<file path="src/rtl/data_bus_ctrl.sv">
// data_bus_ctrl: clocked load/store bus with region decode, wait states, faults and an IO output bank.
// Map by addr[31:28]: 0 TEXT, 1 DATA, 2 IO, other CSR; optional cycle CSR via DATA_BUS_CYCLE_CSR_EN.
module data_bus_ctrl #(
    parameter int IO_CHANNELS = 4,
    parameter int IO_WIDTH    = 8,
    parameter int RAM_LAT     = 1,
    parameter int FLASH_LAT   = 2
) (
    input  logic                            clk,
    input  logic                            rst,
    input  logic                            req,
    input  logic                            rw,
    input  logic [1:0]                      len,
    input  logic [31:0]                     addr,
    input  logic [31:0]                     write,
    output logic [31:0]                     read,
    output logic                            ready,
    output logic                            exception,
    output logic [31:0]                     mem_addr,
    output logic [1:0]                      mem_len,
    output logic [31:0]                     mem_wdata,
    output logic                            ram_we,
    input  logic [31:0]                     read_ram,
    input  logic                            exception_ram,
    input  logic [31:0]                     read_flash,
    input  logic                            exception_flash,
    output logic [IO_CHANNELS*IO_WIDTH-1:0] io_out
);
    localparam int IW = (IO_CHANNELS > 1) ? $clog2(IO_CHANNELS) : 1;
    localparam logic [3:0] TEXT_TOKEN = 4'h0, DATA_TOKEN = 4'h1, IO_TOKEN = 4'h2;

    typedef enum logic [1:0] {S_IDLE, S_WAIT, S_DONE} state_t;

    state_t                r_state, w_next;
    logic                  r_rw, r_exc;
    logic [1:0]            r_len;
    logic [3:0]            r_cnt, w_lat;
    logic [31:0]           r_addr, r_wdata, r_read;
    logic [IO_WIDTH-1:0]   r_io [IO_CHANNELS];
    logic                  w_idle, w_rw, w_text, w_data, w_io, w_csr;
    logic                  w_fault, w_exc, w_to_done, w_csr_fault;
    logic [1:0]            w_len;
    logic [31:0]           w_a, w_rdata, w_io_rd, w_csr_rd;

`ifdef DATA_BUS_CYCLE_CSR_EN
    logic [31:0] r_cyc;
    always_ff @(posedge clk) r_cyc <= rst ? 32'd0 : r_cyc + 32'd1;
    assign w_csr_fault = w_rw | (w_len != 2'd2);
    assign w_csr_rd    = r_cyc;
`else
    assign w_csr_fault = 1'b1;
    assign w_csr_rd    = 32'd0;
`endif

    // In IDLE the decode looks at the live request, afterwards at the latched copy
    always_comb begin
        w_idle    = r_state == S_IDLE;
        w_a       = w_idle ? addr : r_addr;
        w_rw      = w_idle ? rw : r_rw;
        w_len     = w_idle ? len : r_len;
        w_text    = w_a[31:28] == TEXT_TOKEN;
        w_data    = w_a[31:28] == DATA_TOKEN;
        w_io      = w_a[31:28] == IO_TOKEN;
        w_csr     = ~(w_text | w_data | w_io);
        w_lat     = w_text ? 4'(FLASH_LAT) : w_data ? 4'(RAM_LAT) : 4'd0;
        w_fault   = (w_len == 2'd3) | (w_len == 2'd1 & w_a[0]) | (w_len == 2'd2 & w_a[1:0] != 2'd0)
                  | (w_text & w_rw) | (w_io & ((w_a[27:2] >= 26'(IO_CHANNELS)) | (w_len != 2'd2)))
                  | (w_csr & w_csr_fault);
        w_exc     = w_fault | (w_data & exception_ram) | (w_text & exception_flash);
        w_io_rd   = 32'(r_io[w_a[IW+1:2]]);
        w_rdata   = (w_exc | w_rw) ? 32'd0 : w_data ? read_ram : w_text ? read_flash
                  : w_io ? w_io_rd : w_csr_rd;
        w_to_done = (w_idle & req & (w_fault | w_lat == 4'd0)) | (r_state == S_WAIT & r_cnt == 4'd1);
    end

    always_comb begin
        w_next = w_to_done ? S_DONE : (w_idle & req) ? S_WAIT : (r_state == S_DONE) ? S_IDLE : r_state;
    end

    always_ff @(posedge clk) begin
        if (rst) begin
            r_state <= S_IDLE;
            r_rw    <= 1'b0;
            r_len   <= 2'd0;
            r_addr  <= 32'd0;
            r_wdata <= 32'd0;
            r_cnt   <= 4'd0;
            r_read  <= 32'd0;
            r_exc   <= 1'b0;
            for (int i = 0; i < IO_CHANNELS; i++) r_io[i] <= '0;
        end else begin
            r_state <= w_next;
            if (w_idle & req) begin
                r_rw    <= rw;
                r_len   <= len;
                r_addr  <= addr;
                r_wdata <= write;
                r_cnt   <= w_lat;
            end else if (r_state == S_WAIT) begin
                r_cnt <= r_cnt - 4'd1;
            end
            if (w_to_done) begin
                r_read <= w_rdata;
                r_exc  <= w_exc;
            end
            if (r_state == S_DONE && w_io && r_rw && !r_exc) r_io[w_a[IW+1:2]] <= r_wdata[IO_WIDTH-1:0];
        end
    end

    always_comb begin
        ready  = r_state == S_DONE;
        ram_we = (r_state == S_DONE) & w_data & r_rw & ~r_exc;
    end

    assign read      = r_read;
    assign exception = r_exc;
    assign mem_addr  = r_addr;
    assign mem_len   = r_len;
    assign mem_wdata = r_wdata;

    for (genvar i = 0; i < IO_CHANNELS; i++) begin : g_io
        assign io_out[i*IO_WIDTH +: IO_WIDTH] = r_io[i];
    end
endmodule

</file>
<file path="config.mk">
export PLATFORM = sky130hd
export DESIGN_NAME = data_bus_ctrl
export DESIGN_NICKNAME = d
export VERILOG_FILES = /design/src/rtl/data_bus_ctrl.sv
export SDC_FILE = /design/constraint.sdc
export NUM_CORES = 1
export LEC_CHECK = 0
export BUFFER_PORTS_ARGS = -buffer_cell sky130_fd_sc_hd__buf_2
export CELL_PAD_IN_SITES_DETAIL_PLACEMENT = 1
export CELL_PAD_IN_SITES_GLOBAL_PLACEMENT = 1
export CORE_MARGIN = 2
export CORE_UTILIZATION = 37
export DETAILED_ROUTE_END_ITERATION = 6
export PLACE_DENSITY_LB_ADDON = 0.1
export SYNTH_ARGS = -nofsm -noshare
export SYNTH_HDL_FRONTEND = slang
export SYNTH_SLANG_ARGS = --single-unit
</file>
<file path="constraint.sdc">
create_clock -name clk -period 6.04 [get_ports clk]
set_clock_uncertainty 0.15 [all_clocks]
set_input_delay 1.208 -clock clk [delete_from_list [all_inputs] [get_ports clk]]
set_output_delay 1.208 -clock clk [all_outputs]
set_load 0.01 [all_outputs]
</file>
## Word-level counts from Yosys, hierarchy flattened

Memories as Yosys holds them, arrays and structs flattened.
Cells that the tools add are included.

| cells by class | value |
|---|---|
| $add $sub $neg | 1 |
| order comparisons | 1 |
| equal/unequal tests | 9 |
| mux-type cells | 22 |
| bitwise logic cells | 27 |
| reduce and logical (&&, ||, !) cells | 13 |

Operators with widths:

| kind | count |
|---|---|
| 32-bit 2-to-1 mux | 4 |
| 26-bit by 3-bit greater-or-equal comparator with 1-bit output (second input constant) | 1 |
| 8-bit 2-to-1 mux | 2 |
| 1-bit OR | 13 |
| 1-bit AND | 12 |
| 2-bit 2-to-1 mux | 6 |
| 4-bit by 1-bit equality test with 1-bit output (second input constant) | 2 |
| 4-bit logical NOT | 2 |
| 1-bit 2-to-1 mux | 8 |
| 4-bit 2-to-1 mux | 2 |
| 8-bit OR reduction | 1 |
| 2-bit equality test (second input constant) | 3 |
| 2-bit nonzero test | 3 |
| 2-bit by 1-bit equality test with 1-bit output (second input constant) | 2 |
| 4-bit by 2-bit equality test with 1-bit output (second input constant) | 1 |
| 4-bit by 1-bit subtractor with 4-bit output (second input constant) | 1 |
| 1-bit logical AND | 3 |
| 3-bit nonzero test | 1 |
| 2-bit logical NOT | 1 |
| 2-bit inequality test (second input constant) | 1 |
| 1-bit inverter | 2 |
| 2-bit OR reduction | 1 |
| 1-bit logical NOT | 1 |

| storage, ports and cells | value |
|---|---|
| bits in registers | 106 |
| bits in writable memories | 32 |
| bits of input ports | 136 |
| output and inout bits | 133 |
| word-level logic and storage cells | 83 |
| memories | 1 |

Memory list:

| memory | words | bits a word | rd ports | clocked after Yosys merged registers in | write ports | RTL line | source |
|---|---|---|---|---|---|---|---|
| r_io | 4 | 8 | 5 | 0 | 4 | 39 | `logic [IO_WIDTH-1:0] r_io [IO_CHANNELS];` |

## Depth between registers and ports, before layout

Gate-level depths: netlist of run 1.

| logic depth | value |
|---|---|
| depth in word-level cells | 13 |
| gate-level depth with buffers | 9 |
| depth with buffers taken out | 7 |

## Least setup slack after synthesis of run 1

OpenSTA, ideal clock, no wires.

| timing path | value |
|---|---|
| path type | input to output |
| from | in addr[31] |
| to | out ram_we |
| data arrival time | 2.128 ns |
| required time | 4.682 ns |
| setup slack | 2.554 ns |
| stages on the path | 5 |
| buffers on the path | 0 |
| path through | nor4_1 a21oi_2 nor2_1 nand2_1 nor2_1 |

| on the way | value |
|---|---|
| word-level cells in the longest chain between the ends | 5 |

RTL lines:

| element | RTL line | source |
|---|---|---|
| from (decl) | 14 | `input logic [31:0] addr,` |
| 32-bit 2-to-1 mux | 58 | `w_a = w_idle ? addr : r_addr;` |
| 4-bit by 1-bit equality test with 1-bit output | 62 | `w_data = w_a[31:28] == DATA_TOKEN;` |
| 1-bit AND (3 in series) | 112 | `ram_we = (r_state == S_DONE) & w_data & r_rw & ~r_exc;` |
| to (decl) | 22 | `output logic ram_we,` |

No other way between the ends.

## Final worst setup path of run 1

| timing path | value |
|---|---|
| from | reg r_state[0] |
| to | out ram_we |

| on the way | value |
|---|---|
| word-level cells in the longest chain between the ends | 6 |
| elaborated cells on any way between the ends | 7 |
| classes of those cells | eq/ne: 2; mux: 1; bitwise: 3; reduce/logical: 1 |

RTL lines:

| element | RTL line | source |
|---|---|---|
| from (decl) | 34 | `state_t r_state, w_next;` |
| from (signal assigned) | 92 | `r_state <= w_next;` |
| 2-bit logical NOT | 57 | `w_idle = r_state == S_IDLE;` |
| 32-bit 2-to-1 mux | 58 |  |
| 4-bit by 1-bit equality test with 1-bit output | 62 |  |
| 1-bit AND (*) (3 in series) | 112 |  |

Mark *: on every way between the ends. The rest lies on a longest branch, timed or not.

==> impl_results.md, run 1 <==
* Die ar. at 16,900 um2
* Die Ht at ~130 um
* Critical Path RT at between 4000 and 5000 ps
* Final Hold Vio Count at 0
* Post_cts resized at 0
* Number of fill cells at 1,885
* Post-layout power at around 0.0025 W
* Core box area at 15,700 um2
* Mapped Area at a little under 6000 um2
* CP bufs+invs at 1
* Post-CTS Setup Inserts at 0
* PnR worst setup slack at between 2000 and 2500 ps
* Avg Cell Area, Syn at between 9 and 10 um2
* Setup crit end kind: output port
* Seq cells post-synth at 138
* Port bufs at approximately 270
* First-pass GRT wire length at between 20 and 30 mm
* TritonCTS clock tree: done
* Gr usage total at 22.5%
* Vias in the first global route at roughly 5,800
* Maximum level of the CTS H-tree at 4
* Internal power at around 0.0019 W
* Pleak at approximately 3.6 nW
* Design area at roughly 8000 um2
* Synth-to-layout area growth at 35.4%
* Hold Crit Class: reg2reg
* Clock Path Buffers at 2
* Placed cell area at between 7000 and 8000 um2
* Top_reg_cell synth: dfxtp_1
* Final Setup Violations at 0
* Final ANT Viol Nets at 0
* Fin Setup TNS at 0 ps
* Hpwl dp at between 10 and 15 mm
* Synth unique cells at ~50
* Reg area at 3080 um2
* WS Path Type: reg2out
* Pwr dens at 316 nW/um2
* Root buffer cell: clkbuf_16
* Largest net degree at the start of global routing at 74
* Worst-path clk slew at 60 ps
* Cell family with most CP delay: multiplexers
* Reg power frac at about two fifths
* Clock power frac at 42.9%
* Via density at 5.11
* Final Critical Period at between 4000 and 5000 ps
* WL final at around 19 mm
* Async set or reset register ratio after synthesis at 0%
* Total grt overflow at 0
* Maximum vdd drop at 0.000204 V
* Most frequent cells in the layout: buf_2 (268), nand2_1 (155), dfxtp_1 (106)
* Die width at approximately 130 um
* Layout cells sized above 1 at between 30% and 40%
* Max_slew headroom at about a third
* Post-Synthesis Cells at 610
* Starting Density at between 30 and 40%
* Net Switching at between 0.0006 and 0.0007 W
* Post-synth net total at 748
* Final Cycle Share at about 66%
* CP arrival at around 2600 ps
* Total CTS buffers at 17
* Outcome: finished clean
* RSZ-0062 raised after global routing: false
* Ports at 269
* Hold Buf Count CTS at 0
* Post-Place Setup Slack at about 2100 ps
* Post-synth EDFFs at 32
* Nets at around 1,000
* Worst Setup Start Kind: register
* Max_cap viols at 0
* Vias post-DR at approximately 5,600
* Yosys warns at 0
* GPL Wtd Cong at 0.832
* Clk_lat worst skew at approximately 420 ps
* CP Cell Sequence: nor2_4 > mux2_2 > nand2_1 > nor2_1 > buf_2
* 1st-iter DRT viols at 161
* Comb power frac at around 16%
* Crit-path max FO at 33
* Area of the multi-input gates at around 2600 um2
* Sequential cell area fraction in the yosys report at a little over half
* Sw frac at roughly a quarter
* Slew Limit Fails at 0
* Routed length per instance at approximately 18 um
* Commonest non-fill, non-tap cell in the layout: buf_2
* DRC errors left at 0
* Clock sink count at about 140
* Critical path's largest stage delay at slightly below 900 ps
* DRT Pass-1 Iters at 4
* Crit-path slowest cell: mux2_2
* Cell Rows at 46
* Fmax at between 200 and 250 MHz
* Initial antenna violation count at 1
* Util after Layout at approximately 50%
* Worst-Margin Slew at 981 ps
[per-stage QoR]
step	hold WS, ps	instances
floorplan	309	610
global placement	289	1059
detailed placement	293	1059
CTS	306	1090
global route	329	1091
finish	305	1091
[registers in the layout, indices dropped and copies added (netlist names)]
name / cells
read: 32
mem_wdata: 32
r_rw: 1
r_cnt: 4
mem_addr: 32
r_state: 2
mem_len: 2
exception: 1
r_io: 32
[metal layers]
layer,global-route usage (%),vias up,share of wire (%)
met1,24.9,2681,39
met2,39.4,194,51
met5,0,-,0
met3,7.30,42,6.6
li1,-,2653,-
met4,10.2,0,3.0
[path summary, 6_finish.rpt]
path	from	endpoint	slack [ps]	cells past startpoint
max	r_state[0]	ram_we	2040	5
min	mem_wdata[21]	mem_wdata[21]	310	2
max reg2reg	r_state[0]	read[18]	2460	6
min reg2reg	mem_wdata[21]	mem_wdata[21]	310	2
[cells in the mapped netlist, types with 2 or more instances]
library cell / instances / area [um2]
buf_2: 10 / 50.1
nand2_1: 156 / 586
edfxtp_1: 32 / 961
mux2_2: 5 / 56.3
o21ai_0: 2 / 10.0
nor2b_1: 2 / 12.5
nor4b_1: 2 / 17.5
mux2i_1: 29 / 290
nor2_1: 11 / 41.3
or4_1: 2 / 15.0
a21oi_1: 85 / 425
and2_1: 33 / 206
nand3_1: 2 / 10.0
dfxtp_1: 106 / 2120
clkbuf_1: 25 / 93.8
nand4_1: 4 / 25.0
nor4_1: 11 / 68.8
inv_1: 3 / 11.3
a31o_1: 4 / 35.0
ha_1: 2 / 25.0
nand2b_1: 3 / 18.8
buf_4: 3 / 22.5
o21ai_1: 2 / 10.0
o21a_1: 2 / 15.0
and3_4: 2 / 22.5
nor3_1: 4 / 20.0
o2bb2ai_1: 32 / 280
mux4_2: 8 / 180
a211o_1: 2 / 17.5
xnor2_1: 2 / 17.5
a211oi_1: 3 / 22.5
and3_1: 2 / 12.5
[worst reg2reg max path: stages, from the launching register on]
cell	delay, ps
dfxtp_1	440
nor2_4	450
mux2i_1	880
mux2i_1	330
and3_1	180
nand3_1	650
o2bb2ai_1	410
[cell families (layout without fill, tap and decap cells)]
group                      count (synthesis)  after routing  share of synthesized area [%]
other                                      0              1                              0
xor gates and xnor gates                   2              2                          0.297
adders and majority gates                  2              2                          0.425
buffers and inverters                     42            306                           3.21
AOI/OAI and AO/OA                        140            140                           15.1
muxes                                     42             42                           8.94
and+or+nand+nor                          244            244                           19.7
DFF                                      138            138                           52.3
[power groups by stage]
stage	Clock (W)	Combinational, W	Sequential, W
3_5_place_dp	0	0.000409	0.00105
3_3_place_gp	0	0.000395	0.00105
2_1_floorplan	0	0.000237	0.00106
5_1_grt	0.00116	0.000448	0.00104
6_report	0.00108	0.000405	0.00103
4_1_cts	0.00111	0.000411	0.00103
[final cells by class]
| class | instances | share of cell area, % |
|---|---|---|
| Sequential cell | 138 | 38.7 |
| Multi-Input combinational cell | 430 | 32.9 |
| Timing Repair Buffer | 272 | 17.2 |
| Clock buffer | 18 | 5.51 |
| Tap cell | 216 | 3.39 |
| Clock inverter | 13 | 2.21 |
| Inverter | 3 | 0.141 |
| Antenna cell | 1 | 0.0314 |
Power figures use the tool's default switching activity.
==> run 2, diff against run 1 <==
CORE_UTILIZATION = 34   (was 37)
clock period = 3.75 ns   (was 6.04 ns; I/O delays follow)
==> impl_results.md, run 2 (synthesized netlist as in run 1, its figures left out) <==
* Outcome: finished clean
* Layout cells sized above 1 at a little under two fifths
* Final Critical Period at about 3400 ps
* Maximum vdd drop at approximately 0.00033 V
* DRC errors left at 0
* Pleak at roughly 3.6 nW
* Gr usage total at 20.9%
* Final ANT Viol Nets at 0
* Cell family with most CP delay: simple AND/OR/NAND/NOR gates
* Synth-to-layout area growth at 36.8%
* Clk_lat worst skew at 410 ps
* Routed length per instance at approximately 18 um
* Fmax at a little under 300 MHz
* Ports at around 270
* Final Cycle Share at 91.0%
* CP arrival at 2510 ps
* Commonest non-fill, non-tap cell in the layout: buf_2
* Slew Limit Fails at 0
* Critical hold path startpoint: mem_wdata[21]
* Hold Crit Class: reg2reg
* Worst-Margin Slew at 785 ps
* Post-CTS Setup Inserts at 0
* Total grt overflow at 0
* 1st-iter DRT viols at roughly 210
* Via density at roughly 5
* Post-layout power at around 0.0042 W
* RSZ-0062 raised after global routing: false
* Critical Path RT at 2850 ps
* WL final at between 15 and 20 mm
* Critical path's largest stage delay at around 500 ps
* Most frequent CP cell: nor2_1
* Max_cap viols at 0
* Port bufs at around 270
* Post_cts resized at 0
* CP Cell Sequence: nor2_4 > mux2_2 > nor2_1 > nand2_1 > nor2_1 > buf_2
* CP bufs+invs at 1
* WS Path Type: reg2out
* Most frequent cells in the layout: buf_2 (268), nand2_1 (155), dfxtp_1 (106)
* Largest net degree at the start of global routing at 48
* TritonCTS clock tree: done
* Die Ht at between 100 and 150 um
* Core box area at ~17,000 um2
* Cell Rows at 48
* Die ar. at 18,400 um2
* Max_slew headroom at between 40% and 50%
* Nets at 1,005
* Initial antenna violation count at 1
* R2R Path Start: r_state[0]
* Clock sink count at 138
* DRT Pass-1 Iters at 4
* Total CTS buffers at 17
* Clock Path Buffers at 2
* Worst-path clk slew at ~60 ps
* Die width at 136 um
* Pwr dens at 517 nW/um2
* Worst Setup Start Kind: register
* GPL Wtd Cong at about 0.8
* Crit path from: r_state[0]
* Vias post-DR at 5,550
* Vias in the first global route at approximately 5,900
* Fin Setup TNS at 0 ps
* Setup crit end kind: output port
* Final Hold Vio Count at 0
* Maximum level of the CTS H-tree at 4
* Final Setup Violations at 0
* Hold Buf Count CTS at 0
* Hpwl dp at ~15 mm
* Root buffer cell: clkbuf_16
* First-pass GRT wire length at between 20 and 30 mm
* Starting Density at ~34%
* Crit-path slowest cell: mux2_2
* Crit-path max FO at 15
## run 2: cell types whose count changed in the layout (fill, tap and decap cells not counted)
cell / delta
clkinv_1: -2
clkbuf_8: -1
buf_4: +5
clkinvlp_4: -3
bufinv_16: +1
clkinv_2: +1
clkinv_4: +5
## run 2: path summary, 6_finish.rpt
| path | end | slack, ps | cells after the start |
|---|---|---|---|
| min reg2reg | mem_wdata[21] | 310 | 2 |
| max | ram_we | 340 | 6 |
| max reg2reg | read[7] | 930 | 7 |
| min | mem_wdata[21] | 310 | 2 |
## run 2: layer usage
layer | up-vias | wire, um | track usage, %
met1 | 2663 | 7910 | 23.8
met3 | 26 | 1420 | 6.25
met4 | 0 | 407 | 7.23
met5 | - | 0 | 0
met2 | 191 | 9690 | 37.2
li1 | 2670 | - | -
## run 2: final cells by class
type | instances | area, um2
Fill cell | 2047 | 9060
Clock buffer | 17 | 425
Sequential cell | 138 | 3080
Multi-Input combinational cell | 430 | 2620
Antenna cell | 1 | 2.50
Timing Repair Buffer | 277 | 1410
Tap cell | 225 | 282
Inverter | 3 | 11.3
Clock inverter | 15 | 225
## run 2: power breakdown
| part | total, W | internal, W | switching [W] | leakage (nW) |
|---|---|---|---|---|
| Clock | 0.00183 | 0.00118 | 0.000651 | 0.317 |
| Combinational | 0.000663 | 0.000269 | 0.000394 | 2.12 |
| Sequential | 0.00167 | 0.00160 | 0.0000699 | 1.20 |
## run 2: tightest hold or removal path, stage by stage, from the launching register on
cell     delay, ps
dfxtp_1        300
nand2_1         50
a21oi_1         60
## run 2: metrics by stage
step / hold WS, ps / cell area [um2] / util, % / cells / setup WS, ps
after global placement: 290 / 7410 / 43.3 / 1073 / 822
after CTS: 311 / 8060 / 47.1 / 1105 / 321
after detailed placement: 294 / 7410 / 43.3 / 1073 / 715
final: 306 / 8060 / 47.1 / 1106 / 339
after global routing: 325 / 8060 / 47.1 / 1106 / 178
after floorplan: 309 / 5890 / - / 610 / 1180
==> run 3, diff against run 2 <==
CORE_MARGIN = 5   (was 2)
==> impl_results.md, run 3 (synthesized netlist as in run 1, its figures left out) <==
* Outcome: finished clean
* Clk_lat worst skew at about 420 ps
* Post-Place Setup Slack at around 600 ps
* Cell family with most CP delay: simple AND/OR/NAND/NOR gates
* CP bufs+invs at 1
* Die Ht at 142 um
* Crit-path slowest cell: mux2_2
* Net Switching at roughly 0.0011 W
* Comb power frac at roughly 17%
* Worst Setup Start Kind: register
* Design area at approximately 8000 um2
* CP arrival at 2460 ps
* Ports at ~270
* Hold Buf Count CTS at 0
* CP Cell Sequence: nor2_4 > mux2_2 > nor2_1 > nand2_1 > nor2_1 > buf_2
* Vias in the first global route at between 5,000 and 6,000
* Most frequent cells in the layout: buf_2 (268), nand2_1 (155), dfxtp_1 (106)
* Hpwl dp at about 15 mm
* Vias post-DR at ~5,500
* Final Setup Violations at 0
* Setup crit end kind: output port
* Largest net degree at the start of global routing at 74
* Worst-Margin Slew at about 760 ps
* Total grt overflow at 0
* Gr busiest metal: met2
* Maximum level of the CTS H-tree at 4
* Initial antenna violation count at 2
* Reg power frac at 41.7%
* GPL Wtd Cong at slightly below 0.9
* Port bufs at roughly 270
* Via density at around 5
* RSZ-0062 raised after global routing: false
* Final Cycle Share at between 80% and 90%
* Crit-path max FO at 15
* WS Path Type: reg2out
* Clock sink count at 138
* Most frequent CP cell: nor2_1
* M3 GR Usage at under 10%
* Layout cells sized above 1 at between 30 and 40%
* Root buffer cell: clkbuf_16
* Fin Setup TNS at 0 ps
* WL final at around 20 mm
* Synth-to-layout area growth at 35.7%
* Met2 Track Usage GR at a little over a third
* Max_cap viols at 0
* Hold Crit Class: reg2reg
* DRC errors left at 0
* Final ANT Viol Nets at 0
* Post-CTS Setup Inserts at 0
* Critical Path RT at 2850 ps
* PnR worst setup slack at ~390 ps
* Critical path's largest stage delay at roughly 500 ps
* Cell Rows at between 40 and 50
* Worst-path clk slew at approximately 60 ps
* Clock Path Buffers at 2
* DRT Pass-1 Iters at 4
* Sw frac at between 20% and 30%
* Routed length per instance at 18.4 um
* 1st-iter DRT viols at about 130
* TritonCTS clock tree: done
* Post-layout power at approximately 0.0040 W
* Post_cts resized at 0
* Fmax at between 200 and 300 MHz
* Gr usage total at 19.8%
* Max_slew headroom at 49.5%
* Final Hold Vio Count at 0
* Starting Density at 34.3%
* Commonest non-fill, non-tap cell in the layout: buf_2
* Internal power at between 0.002 and 0.003 W
* Pleak at 3.60 nW
* Placed cell area at ~7400 um2
* Grt met1 use at between 20% and 30%
* Core box area at about 17,000 um2
* Slew Limit Fails at 0
* Final hold slack at around 310 ps
* Nets at 1,003
* Die ar. at around 20,000 um2
* Maximum vdd drop at 0.000336 V
* Die width at 142 um
* First-pass GRT wire length at roughly 31 mm
* Total CTS buffers at 17
* Number of fill cells at around 2,000
* Pwr dens at ~500 nW/um2
* Clock power frac at between 40% and 50%
* Final Critical Period at 3360 ps
[run 3: metrics by stage]
| stage | util, % | std cells |
|---|---|---|
| after global placement | 43.1 | 1071 |
| after detailed placement | 43.1 | 1071 |
| after floorplan | - | 610 |
| after global routing | 46.6 | 1104 |
| final | 46.6 | 1104 |
| after CTS | 46.5 | 1103 |
[run 3: worst reg2reg max path, delay by kind of cell, from the launching register on]
kind | cells | cell delay, ps
simple gates | 3 | 1290
compound gates | 2 | 330
buf+inv | 1 | 240
flops | 1 | 430
mux | 1 | 510
[run 3: layout make-up]
class | instances | area (um2) | share of cell area (%)
sequential | 138 | 3080 | 38.6
multi-input combinational | 430 | 2620 | 32.8
timing repair buffer | 275 | 1410 | 17.6
clock buffer | 17 | 425 | 5.32
tap | 225 | 282 | 3.52
clock inverter | 15 | 164 | 2.05
inverter | 3 | 11.3 | 0.141
antenna | 1 | 2.50 | 0.0313
[run 3: path summary, 6_finish.rpt]
path / startpoint / to / slack, ps / cells after the start
max: r_state[0] / ram_we / 390 / 6
min: read[28] / read[28] / 310 / 1
max reg2reg: r_state[0] / read[23] / 730 / 7
min reg2reg: read[28] / read[28] / 310 / 1
[run 3: power by group through the flow]
stage | Clock, W | Combinational [W] | Sequential (W)
finish | 0.00166 | 0.000662 | 0.00167
global route | 0.00177 | 0.000733 | 0.00168
CTS | 0.00172 | 0.000676 | 0.00167
detailed placement | 0 | 0.000674 | 0.00170
global placement | 0 | 0.000652 | 0.00169
floorplan | 0 | 0.000382 | 0.00171
[run 3: metal layers]
| layer | vias up | wire (um) |
|---|---|---|
| li1 | 2673 | - |
| met4 | 2 | 384 |
| met5 | - | 7 |
| met3 | 29 | 1720 |
| met1 | 2627 | 7980 |
| met2 | 199 | 10300 |
